$ cat src/rtl/pipe_ctrl_pkg.sv
`default_nettype none
// ---------------------------------------------------------------------------
// pipe_ctrl_pkg : command codes, sequencer states and widths for pipe_seq
// Revision: 1.0
// ---------------------------------------------------------------------------
package pipe_ctrl_pkg;

  localparam int DATA_W_DEF = 16;

  localparam logic [3:0] CMD_IDLE = 4'd0;
  localparam logic [3:0] CMD_ACC  = 4'd1;
  localparam logic [3:0] CMD_CLR  = 4'd2;

  typedef enum logic [2:0] {
    S_IDLE  = 3'd0,
    S_CLEAR = 3'd1,
    S_ISSUE = 3'd2,
    S_GAP   = 3'd3,
    S_DRAIN = 3'd4,
    S_DONE  = 3'd5
  } state_t;

endpackage
`default_nettype wire

$ cat src/rtl/vec_buf.sv
`default_nettype none
// ---------------------------------------------------------------------------
// vec_buf : operand-pair storage, one synchronous write, one async read port
// Revision: 1.0
// ---------------------------------------------------------------------------
module vec_buf #(
  parameter int DEPTH = 16,
  parameter int WIDTH = 32,
  parameter int AW    = $clog2(DEPTH)
) (
  input  logic             clk,
  input  logic             we,
  input  logic [AW-1:0]    waddr,
  input  logic [WIDTH-1:0] wdata,
  input  logic [AW-1:0]    raddr,
  output logic [WIDTH-1:0] rdata
);

  logic [WIDTH-1:0] mem_q [DEPTH];

  always_ff @(posedge clk) begin
    if (we) begin
      mem_q[waddr] <= wdata;
    end
  end

  assign rdata = mem_q[raddr];

endmodule
`default_nettype wire

$ cat src/rtl/pipe_seq.sv
`default_nettype none
// ---------------------------------------------------------------------------
// pipe_seq : buffers A/B operand pairs and sequences clear/acc/drain on pipe
// Revision: 1.0
// ---------------------------------------------------------------------------
module pipe_seq
  import pipe_ctrl_pkg::*;
#(
  parameter int DATA_W = DATA_W_DEF,
  parameter int DEPTH  = 16,
  parameter int GAP    = 0,
  parameter int DRAIN  = 4
) (
  input  logic                       clk,
  input  logic                       reset,
  input  logic                       load_valid,
  input  logic [DATA_W-1:0]          load_a,
  input  logic [DATA_W-1:0]          load_b,
  output logic                       load_ready,
  input  logic                       start,
  input  logic [$clog2(DEPTH):0]     len,
  output logic                       busy,
  output logic                       done,
  output logic                       err,
  output logic [DATA_W-1:0]          result,
  output logic [DATA_W-1:0]          pipe_a,
  output logic [DATA_W-1:0]          pipe_b,
  output logic [3:0]                 pipe_cmd,
  input  logic [DATA_W-1:0]          pipe_result
);

  localparam int AW   = $clog2(DEPTH);
  localparam int LW   = AW + 1;
  localparam int TMAX = (GAP > DRAIN) ? GAP : DRAIN;
  localparam int TW   = $clog2(TMAX + 1);
  localparam bit HAS_GAP = (GAP > 0);
  localparam logic [TW-1:0] GAP_LAST   = TW'((GAP > 0) ? GAP - 1 : 0);
  localparam logic [TW-1:0] DRAIN_LAST = TW'(DRAIN - 1);

  state_t               state_q, state_d;
  logic [LW-1:0]        count_q, count_d;
  logic [LW-1:0]        len_q, len_d;
  logic [AW-1:0]        rd_ptr_q, rd_ptr_d;
  logic [TW-1:0]        timer_q, timer_d;
  logic                 err_q, err_d;
  logic [DATA_W-1:0]    result_q, result_d;
  logic                 wr_en;
  logic [2*DATA_W-1:0]  rd_data;

  assign load_ready = (state_q == S_IDLE) && !start && (count_q < LW'(DEPTH));
  assign wr_en      = load_valid && load_ready;

  vec_buf #(
    .DEPTH (DEPTH),
    .WIDTH (2 * DATA_W)
  ) u_vec_buf (
    .clk   (clk),
    .we    (wr_en),
    .waddr (count_q[AW-1:0]),
    .wdata ({load_a, load_b}),
    .raddr (rd_ptr_q),
    .rdata (rd_data)
  );

  always_ff @(posedge clk or posedge reset) begin
    if (reset) begin
      state_q  <= S_IDLE;
      count_q  <= '0;
      len_q    <= '0;
      rd_ptr_q <= '0;
      timer_q  <= '0;
      err_q    <= 1'b0;
      result_q <= '0;
    end else begin
      state_q  <= state_d;
      count_q  <= count_d;
      len_q    <= len_d;
      rd_ptr_q <= rd_ptr_d;
      timer_q  <= timer_d;
      err_q    <= err_d;
      result_q <= result_d;
    end
  end

  always_comb begin
    state_d  = state_q;
    count_d  = count_q;
    len_d    = len_q;
    rd_ptr_d = rd_ptr_q;
    timer_d  = timer_q;
    err_d    = 1'b0;
    result_d = result_q;
    case (state_q)
      S_IDLE: begin
        // start wins over a same-cycle load; load_ready already excludes it
        if (start) begin
          if (len <= count_q) begin
            state_d = S_CLEAR;
            len_d   = len;
          end else begin
            err_d = 1'b1;
          end
        end else if (wr_en) begin
          count_d = count_q + LW'(1);
        end
      end
      S_CLEAR: begin
        rd_ptr_d = '0;
        timer_d  = '0;
        state_d  = (len_q == '0) ? S_DRAIN : S_ISSUE;
      end
      S_ISSUE: begin
        timer_d = '0;
        if ({1'b0, rd_ptr_q} == len_q - LW'(1)) begin
          state_d = S_DRAIN;
        end else begin
          rd_ptr_d = rd_ptr_q + AW'(1);
          if (HAS_GAP) begin
            state_d = S_GAP;
          end
        end
      end
      S_GAP: begin
        if (timer_q == GAP_LAST) begin
          state_d = S_ISSUE;
        end else begin
          timer_d = timer_q + TW'(1);
        end
      end
      S_DRAIN: begin
        // pipe_result is sampled on the edge closing the final drain cycle
        if (timer_q == DRAIN_LAST) begin
          state_d  = S_DONE;
          result_d = pipe_result;
        end else begin
          timer_d = timer_q + TW'(1);
        end
      end
      S_DONE: begin
        count_d = '0;
        state_d = S_IDLE;
      end
      default: state_d = S_IDLE;
    endcase
  end

  always_comb begin
    pipe_cmd = CMD_IDLE;
    pipe_a   = '0;
    pipe_b   = '0;
    case (state_q)
      S_CLEAR: pipe_cmd = CMD_CLR;
      S_ISSUE: begin
        pipe_cmd = CMD_ACC;
        pipe_a   = rd_data[2*DATA_W-1:DATA_W];
        pipe_b   = rd_data[DATA_W-1:0];
      end
      default: pipe_cmd = CMD_IDLE;
    endcase
  end

  assign busy   = (state_q != S_IDLE);
  assign done   = (state_q == S_DONE);
  assign err    = err_q;
  assign result = result_q;

endmodule
`default_nettype wire

$ cat config.mk
export PLATFORM = sky130hd
export DESIGN_NAME = pipe_seq
export DESIGN_NICKNAME = d
export VERILOG_FILES = /design/src/rtl/pipe_ctrl_pkg.sv /design/src/rtl/vec_buf.sv /design/src/rtl/pipe_seq.sv
export SDC_FILE = /design/constraint.sdc
export NUM_CORES = 1
export LEC_CHECK = 0
export BUFFER_PORTS_ARGS = -buffer_cell sky130_fd_sc_hd__buf_2
export CORE_MARGIN = 1.5
export CORE_UTILIZATION = 39
export DETAILED_ROUTE_END_ITERATION = 12
export HOLD_SLACK_MARGIN = 0.15
export PLACE_DENSITY = 0.66
export RECOVER_POWER = 100
export SYNTH_ARGS = -nofsm -noshare
export SYNTH_HDL_FRONTEND = slang
export SYNTH_SLANG_ARGS = --single-unit
$ cat constraint.sdc
create_clock -name clk -period 8.9 [get_ports clk]
set_clock_uncertainty 0.15 [all_clocks]
set_input_delay 0.89 -clock clk [delete_from_list [all_inputs] [get_ports clk]]
set_output_delay 0.89 -clock clk [all_outputs]
set_load 0.02 [all_outputs]
== After elaboration in Yosys (flattened, before gate mapping) ==
Memories as Yosys holds them, arrays and structs flattened.
Index checks and enable logic that the tools add are counted.

* $lt $le $gt $ge: 2
* Add/subtract/negate cells: 4
* Reduce and logical (&&, ||, !) cells: 18
* Multiplexer cells: 23
* Eq/ne operators: 17

{| class="wikitable"
|+ Operators with widths
! cell !! number
|-
| 16-bit two-way mux || 2
|-
| 3-bit two-way mux || 8
|-
| 2-bit inequality test, second input constant || 8
|-
| 3-bit case mux with 5 select lines || 1
|-
| 5-bit two-way mux || 2
|-
| 5-bit case mux with 2 select lines || 1
|-
| 3-bit by 2-bit == test with 1-bit output, second input constant || 3
|-
| 3-bit case mux with 3 select lines || 1
|-
| 3-bit AND reduction || 3
|-
| 4-bit case mux with 2 select lines || 1
|-
| 3-bit == test, second input constant || 2
|-
| 3-bit logical NOT || 2
|-
| 3-bit nonzero test || 2
|-
| 5-bit by 1-bit adder with 5-bit output, second input constant || 1
|-
| 4-bit by 5-bit == test with 1-bit output || 1
|-
| 5-bit <= comparator || 1
|-
| 5-bit logical NOT || 1
|-
| 5-bit less-than comparator, second input constant || 1
|-
| 1-bit two-way mux || 5
|-
| 5-bit AND reduction || 1
|-
| 5-bit by 1-bit subtractor with 5-bit output, second input constant || 1
|-
| 4-bit by 1-bit adder with 4-bit output, second input constant || 1
|-
| 4-bit two-way mux || 1
|-
| 2-bit by 1-bit inequality test with 1-bit output, second input constant || 2
|-
| other kinds (8) || 12
|}

* Memories: 1
* Flip-flop bits (word level): 37
* Output and inout bits: 56
* RAM bits: 512
* Bits of input ports: 57
* Logic and storage cells: 72

{| class="wikitable"
|+ Memories
! memory !! depth !! width !! rd ports !! clocked after Yosys merged registers in !! wr ports !! line !! RTL
|-
| u_vec_buf.mem_q || 16 || 32 || 1 || 0 || 1 || vec_buf.sv:19 || <nowiki>logic [WIDTH-1:0] mem_q [DEPTH];</nowiki>
|}

== Longest topological paths before layout ==
Gate-level depths: netlist (run 1).

* Depth after elaboration: 7
* Gate-level depth with buffers: 8
* Gate-level depth less buffers: 7

== Modules after synthesis ==
A second synthesis (run 1) with hierarchy kept.

* Cell total of the unflattened synthesis: 1017
* Area, all modules: 21345.5 sq um

{| class="wikitable"
|+ Modules (own cells, without submodules)
! module !! cells each !! area each (sq um) !! seq. area each (sq um) !! times used
|-
| vec_buf || 806 || 19195.9 || 15374.7 || 1
|-
| pipe_seq || 211 || 2149.6 || 925.9 || 1
|}

== Least setup slack after synthesis (run 1) ==
Ideal clock, no wire load.

* Kind: reg2reg
* Start point: register state_q[0]
* End point: memory u_vec_buf.mem_q[1][0], enable pin
* Setup slack: 4454 ps
* Clock period less this slack: 4446 ps
* Cell stages (with the launch flop): 7
* Buffers on the path: 2
* Data arrival time: 3835 ps
* Required time: 8289 ps
* Library setup time: 461 ps
* Path through: dfrtp_1 > clkbuf_1 > or3_1 > buf_2 > nor4b_4 > nand2_1 > nor3_1

* Cells in the longest elaborated chain, start to end: 6

{| class="wikitable"
|+ Ends and longest elaborated chain
! what !! line !! RTL
|-
| from (decl) || pipe_seq.sv:40 || <nowiki>state_t state_q, state_d;</nowiki>
|-
| from (signal assigned) || pipe_seq.sv:75 || <nowiki>state_q <= state_d;</nowiki>
|-
| 3-bit logical NOT || pipe_seq.sv:50 || <nowiki>assign load_ready = (state_q == S_IDLE) && !start && (count_q < LW'(DEPTH));</nowiki>
|-
| 1-bit logical AND (2 in a row) || pipe_seq.sv:50 ||
|-
| 1-bit logical AND || pipe_seq.sv:51 || <nowiki>assign wr_en = load_valid && load_ready;</nowiki>
|-
| 1-bit two-way mux || vec_buf.sv:22 || <nowiki>if (we) begin</nowiki>
|-
| 1-bit two-way mux (implied by the code) || vec_buf.sv:23 || <nowiki>mem_q[waddr] <= wdata;</nowiki>
|-
| to (decl) || vec_buf.sv:19 ||
|}

Every way passes these cells.

== Worst setup path in the final report (run 1) ==
* Start point: register state_q[0]
* End point: memory u_vec_buf.mem_q[3][27], enable pin

The elaborated chain is that of the path after synthesis.

==> results of run 1 <==
## layout make-up
class	instances	area, sq um
Tap cell	696	870.8
Fill cell	4479	29820
Clock buffer	66	1396
Inverter	17	63.81
Clock inverter	25	232.7
Timing Repair Buffer	135	575.6
Multi-Input combinational cell	339	4871
Sequential cell	549	16310
## critical path, delay by kind of cell (launching register included)
kind,cells,cell delay [ns]
and+or+nand+nor,4,3.45
buffers and inverters,1,1.78
DFF,1,0.46
## layout by cell type (no fill, tap or decap), types with 3 or more instances in the layout
cell type | netlist | final
edfxtp_1 | 512 | 512
mux4_2 | 160 | 160
clkbuf_1 | 20 | 112
clkbuf_16 | 0 | 54
dfrtp_1 | 37 | 35
buf_2 | 11 | 30
and2_1 | 33 | 29
nand2_1 | 23 | 24
mux2_2 | 20 | 20
inv_1 | 17 | 17
nor2_1 | 20 | 15
ha_1 | 14 | 14
clkinv_1 | 0 | 12
a21oi_1 | 10 | 10
o21ai_0 | 7 | 7
nor3_1 | 7 | 7
nand3_1 | 5 | 5
nor2_4 | 0 | 5
xnor2_1 | 4 | 4
and2_0 | 0 | 4
mux2i_1 | 4 | 4
bufinv_16 | 0 | 4
clkinv_2 | 0 | 4
buf_4 | 11 | 4
nand3b_1 | 3 | 3
xor2_1 | 3 | 3
clkinvlp_4 | 0 | 3
## flip-flops by register name, indices dropped and copies added, names as in the netlist
signal / cells
state_q: 3
len_q: 5
timer_q: 3
u_vec_buf.mem_q: 512
result: 16
rd_ptr_q: 4
err: 1
count_q: 5
## through the flow
| stage | utilization (%) | power (uW) |
|---|---|---|
| 2_1_floorplan | - | 4489 |
| 3_3_place_gp | 42.41 | 4948 |
| 3_5_place_dp | 42.41 | 4981 |
| 4_1_cts | 45.42 | 7110 |
| 5_1_grt | 44.92 | 7296 |
| 6_report | 44.92 | 6990 |
## report_power, final
| part | switching, uW | internal (uW) |
|---|---|---|
| logic | 845 | 877 |
| registers | 183 | 2950 |
| clock network | 916 | 1220 |
## worst max-delay path by stage
| stage | to | slack, ns | depth (start not counted) | start |
|---|---|---|---|---|
| floorplan | u_vec_buf.mem_q[1][0]$_DFFE_PP_ | 4.45 | 6 | state_q[0]$_DFFE_PP0P_ |
| global placement | pipe_b[10] | 4.34 | 6 | rd_ptr_q[1]$_DFFE_PP0P_ |
| detailed placement | pipe_b[10] | 4.34 | 6 | rd_ptr_q[1]$_DFFE_PP0P_ |
| CTS | pipe_b[8] | 3.69 | 6 | rd_ptr_q[1]$_DFFE_PP0P_ |
| global route | pipe_a[2] | 2.29 | 5 | rd_ptr_q[0]$_DFFE_PP0P_ |
| finish | u_vec_buf.mem_q[3][27]$_DFFE_PP_ | 2.60 | 5 | state_q[0]$_DFFE_PP0P_ |
## cell families after synthesis
| group | synth area share [%] |
|---|---|
| flip-flops | 75.94 |
| multiplexers | 18.02 |
| AND/OR/NAND/NOR | 2.565 |
| buffers and inverters | 1.481 |
| AO/OA/AOI/OAI | 0.8744 |
| adder cells (fa/ha/maj) | 0.8161 |
| XOR/XNOR | 0.2856 |
| other | 0.01747 |
## routing by layer
metal / wire length (um) / GRT usage (%)
met5: 56 / 0
met1: 19730 / 23.27
met3: 2933 / 2.985
met2: 22780 / 27.23
met4: 974 / 5.076
==> results.sh, run 1 <==
export IMPL_status="complete, but fails checks"
export IMPL_violations="max-capacitance violations, max-slew violations"
export IMPL_ys_ff_latch=549
export IMPL_cts_setup_buffers=0
export IMPL_fin_crit_sh_pct=70.75
export IMPL_crit_path_max_fanout=26
export IMPL_max_freq_ghz=0.1588
export IMPL_synth_area_sq_um=21470
export IMPL_dieArea_sq_um=56460
export IMPL_end_kind="flip-flop"
export IMPL_finish_instance_area_sq_um=24320
export IMPL_hold_buffers=0
export IMPL_drv_slew=650
export IMPL_viasPerCell=5.477
export IMPL_crit_type="flip-flop to flip-flop"
export IMPL_cts_sinks=549
export IMPL_final_nets=1165
export IMPL_cp_data_arrival_time_ns=6.30
export IMPL_fin_crit_ns=6.297
export IMPL_synth_most_common_cell="edfxtp_1"
export IMPL_firstDrtPassIters=4
export IMPL_setup_ws_ns=2.603
export IMPL_cts_buffers=52
export IMPL_synth_largest_area_cell="edfxtp_1"
export IMPL_p_leak_uw=0.007593
export IMPL_grt_max_degree=89
export IMPL_whs_endpoint="result[14]$_DFFE_PP0P_"
export IMPL_slowest_stage="clkbuf_1"
export IMPL_grt_pass1_wl_um=68500
export IMPL_overflow=0
export IMPL_globalRouteTotalUtil_pct=16.77
export IMPL_min_from="result[14]$_DFFE_PP0P_"
export IMPL_cts_repair_resize_count=0
export IMPL_synth_distinct_cells=43
export IMPL_layout_drive_gt1_share_pct=25.73
export IMPL_final_cell_count_no_fill=1827
export IMPL_grt_pass1_vias=10310
export IMPL_tightestPinTransition_ns=3.139
export IMPL_synthCells=955
export IMPL_drcViolationCount=0
export IMPL_portBuffers=110
export IMPL_max_cap_violations=26
export IMPL_ff2ff_setup_slack_ns=2.60
export IMPL_r2r_start="state_q[0]$_DFFE_PP0P_"
export IMPL_hold_path_class="flip-flop to flip-flop"
export IMPL_vias=10010
export IMPL_io_pins=113
export IMPL_antenna_cells=0
export IMPL_finalHoldViolations=0
export IMPL_power_density_nw_per_um2=287.5
export IMPL_drt_initial_drc_count=1004
export IMPL_fp_row_count=85
export IMPL_antenna_found_initial=4
export IMPL_netlist_area_leader_share_pct=71.63
export IMPL_ctsLongestPathBuffers=3
export IMPL_drt_total_wl_um=46470
export IMPL_synth_flop_cell="edfxtp_1"
export IMPL_cp_cell_sequence="or3_1 > nor4b_1 > nand2_1 > nor3_1 > clkbuf_1"
export IMPL_max_slew_margin_rel_pct=-109.3
export IMPL_ys_async_sr_fraction_pct=6.740
export IMPL_dp_slack_ns=4.336
export IMPL_core_area_sq_um=54130
export IMPL_die_width_um=237.6
export IMPL_start_util_pct=39.65
export IMPL_ir_drop_mv=0.2415
export IMPL_post_drt_wl_per_cell_um=25.44
export IMPL_setup_viol=0
export IMPL_synth_area_top_cells="edfxtp_1, mux4_2, dfrtp_1, mux2_2, and2_1"
export IMPL_holdPathStages=1
export IMPL_dp_cells=1736
export IMPL_cp_slowest_stage_delay_ns=1.78
export IMPL_dpl_cell_area_sq_um=22960
export IMPL_dp_hpwl_um=24050
export IMPL_rsz0062_at_grt="false"
export IMPL_cp_required_ns=8.90
export IMPL_gp_congestion=0.7227
export IMPL_avgSynthCellArea_sq_um=22.48
export IMPL_clk_latency_ns=0.58
export IMPL_yosysWarnings=0
export IMPL_die_h_um=237.6
export IMPL_start_kind="flip-flop"
export IMPL_antenna_left=0
export IMPL_synthToLayoutAreaGrowth_pct=13.28
export IMPL_rr_worst_depth=5
export IMPL_setup_tns_final_ns=0
export IMPL_regToRegEndpoint="u_vec_buf.mem_q[3][27]$_DFFE_PP_"
export IMPL_synth_common_cells="edfxtp_1, mux4_2, dfrtp_1, and2_1, nand2_1"
export IMPL_htree_levels=2
export IMPL_clockRootBuffer="clkbuf_16"
export IMPL_synth_yosys_seq_area_share_pct=75.94
export IMPL_path_clk_slew_ns=0.06
export IMPL_hold_slack_ns=0.3528
export IMPL_cts_tree="done"
export IMPL_synth_edf_count=512
No activity file was read; power rests on OpenSTA's default activity.
==> inputs of run 2 (changes only) <==
PLACE_DENSITY = 0.68   (was 0.66)
clock period = 5.4 ns   (was 8.9 ns; I/O delays follow)
==> results.sh, run 2 (synthesis results as in run 1) <==
export IMPL_cts_tree="done"
export IMPL_overflow=0
export IMPL_max_cap_violations=2
export IMPL_clockRootBuffer="clkbuf_16"
export IMPL_viasPerCell=5.409
export IMPL_final_common_cell="edfxtp_1"
export IMPL_multi_input_area_sq_um=4916
export IMPL_power_density_nw_per_um2=467.1
export IMPL_grt_pass1_wl_um=69500
export IMPL_crit_type="flip-flop to output port"
export IMPL_dp_hpwl_um=23900
export IMPL_portBuffers=110
export IMPL_die_h_um=237.6
export IMPL_endpoint="pipe_a[15]"
export IMPL_max_slew_margin_rel_pct=-41.98
export IMPL_top_register="u_vec_buf.mem_q"
export IMPL_power_switching_uw=3337
export IMPL_p_int_uw=8397
export IMPL_hold_slack_ns=0.3092
export IMPL_ctsLongestPathBuffers=3
export IMPL_largest_reg_flops=512
export IMPL_finalHoldViolations=0
export IMPL_cts_sinks=549
export IMPL_post_drt_wl_per_cell_um=24.47
export IMPL_critPathLaunch="rd_ptr_q[2]$_DFFE_PP0P_"
export IMPL_gp_congestion=0.7903
export IMPL_htree_levels=2
export IMPL_rr_worst_depth=5
export IMPL_dieArea_sq_um=56460
export IMPL_p_leak_uw=0.008007
export IMPL_max_freq_ghz=0.2199
export IMPL_regToRegEndpoint="u_vec_buf.mem_q[12][28]$_DFFE_PP_"
export IMPL_power_frac_seq_pct=44.2
export IMPL_grt_pass1_vias=10480
export IMPL_cts_buffers=54
export IMPL_grt_max_degree=81
export IMPL_cp_required_ns=4.71
export IMPL_io_pins=113
export IMPL_fin_crit_ns=4.547
export IMPL_drt_initial_drc_count=969
export IMPL_rsz0062_at_grt="false"
export IMPL_swShare_pct=28.44
export IMPL_nFillCells=4445
export IMPL_fp_row_count=85
export IMPL_p_clk_share_pct=30.8
export IMPL_setup_viol=0
export IMPL_ir_drop_mv=0.3005
export IMPL_drt_total_wl_um=46300
export IMPL_ff2ff_setup_slack_ns=0.94
export IMPL_tightestPinTransition_ns=2.130
export IMPL_final_cell_mix="edfxtp_1, mux4_2, clkbuf_1, dlygate4sd3_1, clkbuf_16"
export IMPL_firstDrtPassIters=5
export IMPL_clk_latency_ns=0.62
export IMPL_cts_setup_buffers=0
export IMPL_drv_slew=65
export IMPL_cp_data_arrival_time_ns=3.86
export IMPL_synthToLayoutAreaGrowth_pct=17.04
export IMPL_comb_power_share_pct=25.0
export IMPL_end_kind="output port"
export IMPL_antenna_cells=0
export IMPL_ff_latch_area_sq_um=16310
export IMPL_die_width_um=237.6
export IMPL_violations="max-capacitance violations, max-slew violations"
export IMPL_drcViolationCount=0
export IMPL_p_total_uw=11730
export IMPL_antenna_left=0
export IMPL_vias=10230
export IMPL_path_clk_slew_ns=0.06
export IMPL_start_kind="flip-flop"
export IMPL_status="complete, but fails checks"
export IMPL_antenna_found_initial=3
export IMPL_core_area_sq_um=54130
export IMPL_globalRouteTotalUtil_pct=16.84
export IMPL_final_nets=1224
export IMPL_hold_path_class="input port to flip-flop"
export IMPL_setup_tns_final_ns=0
export IMPL_fin_crit_sh_pct=84.21
export IMPL_r2r_start="state_q[0]$_DFFE_PP0P_"
export IMPL_start_util_pct=39.65
export IMPL_finish_utilization_pct=46.41
export IMPL_layout_drive_gt1_share_pct=28.51
export IMPL_crit_path_max_fanout=26
-- run 2: cell types whose count changed in the layout (fill, tap and decap cells not counted), moves of 4 or more --
cell | previous run | this run
nor2_1 | 15 | 9
clkbuf_2 | 0 | 13
clkinv_2 | 4 | 10
nor2_4 | 5 | 9
dlygate4sd3_1 | 0 | 55
and2_1 | 29 | 19
buf_12 | 1 | 5
and2_0 | 4 | 14
clkbuf_1 | 112 | 82
buf_2 | 30 | 40
-- run 2: per-stage QoR --
step,area [sq um],worst slack [ns],cells
after floorplan,21470,0.9541,956
after global placement,23020,1.846,1738
after detailed placement,23020,1.812,1738
after CTS,25300,1.156,1892
after global routing,25120,0.5905,1892
final,25120,0.8529,1892
-- run 2: power groups by stage --
stage                     sequential [uW]  clock (uW)  combinational, uW
after floorplan                      5090           0               2300
after CTS                            5190        3700               3040
after global placement               5270           0               2980
after detailed placement             5280           0               3000
final                                5180        3610               2940
after global routing                 5230        3870               3160
-- run 2: critical path, cell delays in order, from the launching register on --
cell,delay [ns]
dfrtp_1,1.69
buf_4,0.57
mux4_2,0.61
and2_1,0.19
clkbuf_1,0.18
-- run 2: routing by layer --
layer / vias to the layer above / wire [um] / track usage (%)
met4: 4 / 961 / 4.903
met3: 66 / 2925 / 2.903
met2: 349 / 22480 / 26.88
met1: 5438 / 19910 / 23.91
met5: - / 25 / 0
li1: 4377 / - / -
-- run 2: worst min path at each step --
stage	start	endpoint	slack (ns)	depth (start not counted)
after floorplan	timer_q[2]$_DFFE_PP0P_	timer_q[2]$_DFFE_PP0P_	0.37	2
after global placement	result[15]$_DFFE_PP0P_	result[15]$_DFFE_PP0P_	0.33	1
after detailed placement	result[0]$_DFFE_PP0P_	result[0]$_DFFE_PP0P_	0.34	1
after CTS	load_valid	count_q[0]$_DFFE_PP0P_	0.18	3
after global routing	load_valid	count_q[0]$_DFFE_PP0P_	0.30	3
final	load_valid	count_q[0]$_DFFE_PP0P_	0.31	3
-- run 2: layout make-up --
class	instances	share of cell area [%]
multi-input cells	339	19.57
flip-flops and latches	549	64.92
inverters	17	0.2540
repair buffers	192	4.930
clock buffers	66	5.637
clock inverters	33	1.230
well taps	696	3.466
-- run 2: repair_timing --
action | 4_1_cts | 5_1_grt
gates resized for setup | 0 | 0
hold buffers | 55 | 0
endpoints found under the setup margin | 0 | 0
hold endpoints to repair | 558 | 0
==> inputs of run 3 (changes only) <==
PLACE_DENSITY = 0.66   (was 0.68)
clock period = 4.3 ns   (was 5.4 ns; I/O delays follow)
==> results.sh, run 3 (synthesis results as in run 1) <==
export IMPL_status="complete, but fails checks"
export IMPL_rr_worst_depth=5
export IMPL_grt_max_degree=55
export IMPL_gp_congestion=0.7725
export IMPL_max_cap_violations=4
export IMPL_cts_buffers=55
export IMPL_path_delay_family="multiplexers"
export IMPL_start_kind="flip-flop"
export IMPL_hold_slack_ns=0.3561
export IMPL_cts_sinks=549
export IMPL_setup_viol=0
export IMPL_drv_slew=73
export IMPL_path_buf_inv=2
export IMPL_hold_path_class="flip-flop to flip-flop"
export IMPL_final_nets=1233
export IMPL_slowest_stage="dfrtp_4"
export IMPL_power_density_nw_per_um2=595.3
export IMPL_end_kind="output port"
export IMPL_ir_drop_mv=0.3392
export IMPL_fin_crit_sh_pct=91.79
export IMPL_htree_levels=2
export IMPL_holdPathStages=1
export IMPL_setup_tns_final_ns=0
export IMPL_crit_path_max_fanout=27
export IMPL_grt_pass1_wl_um=68700
export IMPL_antenna_left=0
export IMPL_p_leak_uw=0.008086
export IMPL_die_width_um=237.6
export IMPL_clockRootBuffer="clkbuf_16"
export IMPL_layout_drive_gt1_share_pct=28.42
export IMPL_antenna_found_initial=2
export IMPL_final_common_cell="edfxtp_1"
export IMPL_viasPerCell=5.382
export IMPL_largest_reg_flops=512
export IMPL_violations="max-capacitance violations, max-slew violations"
export IMPL_dp_hpwl_um=26020
export IMPL_finalHoldViolations=0
export IMPL_cp_required_ns=3.72
export IMPL_portBuffers=110
export IMPL_drt_total_wl_um=45830
export IMPL_cts_tree="done"
export IMPL_wl_met1_um=20420
export IMPL_final_cell_count_no_fill=1903
export IMPL_fp_row_count=85
export IMPL_top_register="u_vec_buf.mem_q"
export IMPL_crit_path_frequent_cell="mux4_2"
export IMPL_drt_initial_drc_count=1006
export IMPL_overflow=0
export IMPL_multi_input_area_sq_um=4906
export IMPL_tightestPinTransition_ns=2.063
export IMPL_ctsLongestPathBuffers=3
export IMPL_io_pins=113
export IMPL_die_h_um=237.6
export IMPL_post_drt_wl_per_cell_um=24.08
export IMPL_core_area_sq_um=54130
export IMPL_routed_wl_met2_um=22130
export IMPL_nFillCells=4380
export IMPL_max_freq_ghz=0.2534
export IMPL_dieArea_sq_um=56460
export IMPL_cp_cell_sequence="clkbuf_2 > mux4_2 > mux4_2 > and2_0 > buf_2"
export IMPL_grt_pass1_vias=10640
export IMPL_start_util_pct=39.65
export IMPL_cts_repair_resize_count=0
export IMPL_antenna_cells=0
export IMPL_vias=10240
export IMPL_fin_crit_ns=3.947
export IMPL_synthToLayoutAreaGrowth_pct=17.89
export IMPL_final_cell_mix="edfxtp_1, mux4_2, clkbuf_1, clkbuf_16, dlygate4sd3_1"
export IMPL_max_slew_margin_rel_pct=-37.53
export IMPL_cts_setup_buffers=0
export IMPL_drcViolationCount=0
export IMPL_highest_layer="met5"
export IMPL_dp_cells=1745
export IMPL_cp_slowest_stage_delay_ns=0.78
export IMPL_firstDrtPassIters=6
export IMPL_crit_type="flip-flop to output port"
export IMPL_crit_cells=5
export IMPL_cp_data_arrival_time_ns=3.37
export IMPL_clk_latency_ns=0.59
export IMPL_globalRouteTotalUtil_pct=16.51
export IMPL_wl_met3_um=2497
export IMPL_path_clk_slew_ns=0.06
export IMPL_rsz0062_at_grt="false"
export IMPL_ff_latch_area_sq_um=16310
==> run 3: cell types whose count changed in the layout (fill, tap and decap cells not counted), moves of 2 or more <==
cell	previous run	this run
clkbuf_1	82	89
buf_4	7	4
nor2_4	9	6
clkbuf_16	54	56
and2_0	14	7
and2_1	19	26
buf_12	5	8
nor2_1	9	11
bufinv_16	3	7
clkbuf_8	2	0
clkinv_2	10	7
==> run 3: area by class of cell <==
cell class,count,share of cell area [%]
Sequential cell,549,64.45
Multi-Input combinational cell,339,19.39
Clock buffer,68,5.715
Timing Repair Buffer,200,5.221
Tap cell,696,3.441
Clock inverter,34,1.533
Inverter,17,0.2522
==> run 3: path summary, 6_finish.rpt <==
path                                          from                               end  slack [ns]
setup / recovery           rd_ptr_q[0]$_DFFE_PP0P_                        pipe_a[15]        0.35
hold / removal               result[0]$_DFFE_PP0P_             result[0]$_DFFE_PP0P_        0.36
setup reg to reg            state_q[0]$_DFFE_PP0P_  u_vec_buf.mem_q[7][11]$_DFFE_PP_        0.45
hold reg to reg              result[0]$_DFFE_PP0P_             result[0]$_DFFE_PP0P_        0.36
max in group asynchronous                    reset           rd_ptr_q[0]$_DFFE_PP0P_        1.54
min in group asynchronous                    reset             result[4]$_DFFE_PP0P_        1.00
==> run 3: timing repair <==
item | in CTS | in global routing
hold buffers | 56 | 0
setup endpoints to repair | 0 | 0
endpoints found under the hold margin | 573 | 0
==> run 3: power breakdown <==
part | leakage [uW] | switching (uW) | internal (uW)
clock network | 0.000884 | 2000 | 2820
logic | 0.00215 | 1890 | 1890
registers | 0.00506 | 363 | 6100
total | 0.00809 | 4250 | 10800
==> run 3: per-stage QoR <==
step | area, sq um | total power [uW] | util [%] | worst slack [ns]
after global routing | 25310 | 15720 | 46.75 | 0.1878
after floorplan | 21490 | 9293 | - | 0.7038
after global placement | 23170 | 10430 | 42.81 | 1.077
final | 25310 | 15060 | 46.75 | 0.3529
after CTS | 25570 | 15350 | 47.23 | 0.4478
after detailed placement | 23170 | 10480 | 42.81 | 0.9865
==> run 3: routing by layer <==
metal,vias to the layer above,track usage [%]
met2,309,26.29
li1,4387,-
met5,-,0
met3,61,2.822
met4,2,4.188
met1,5483,23.75
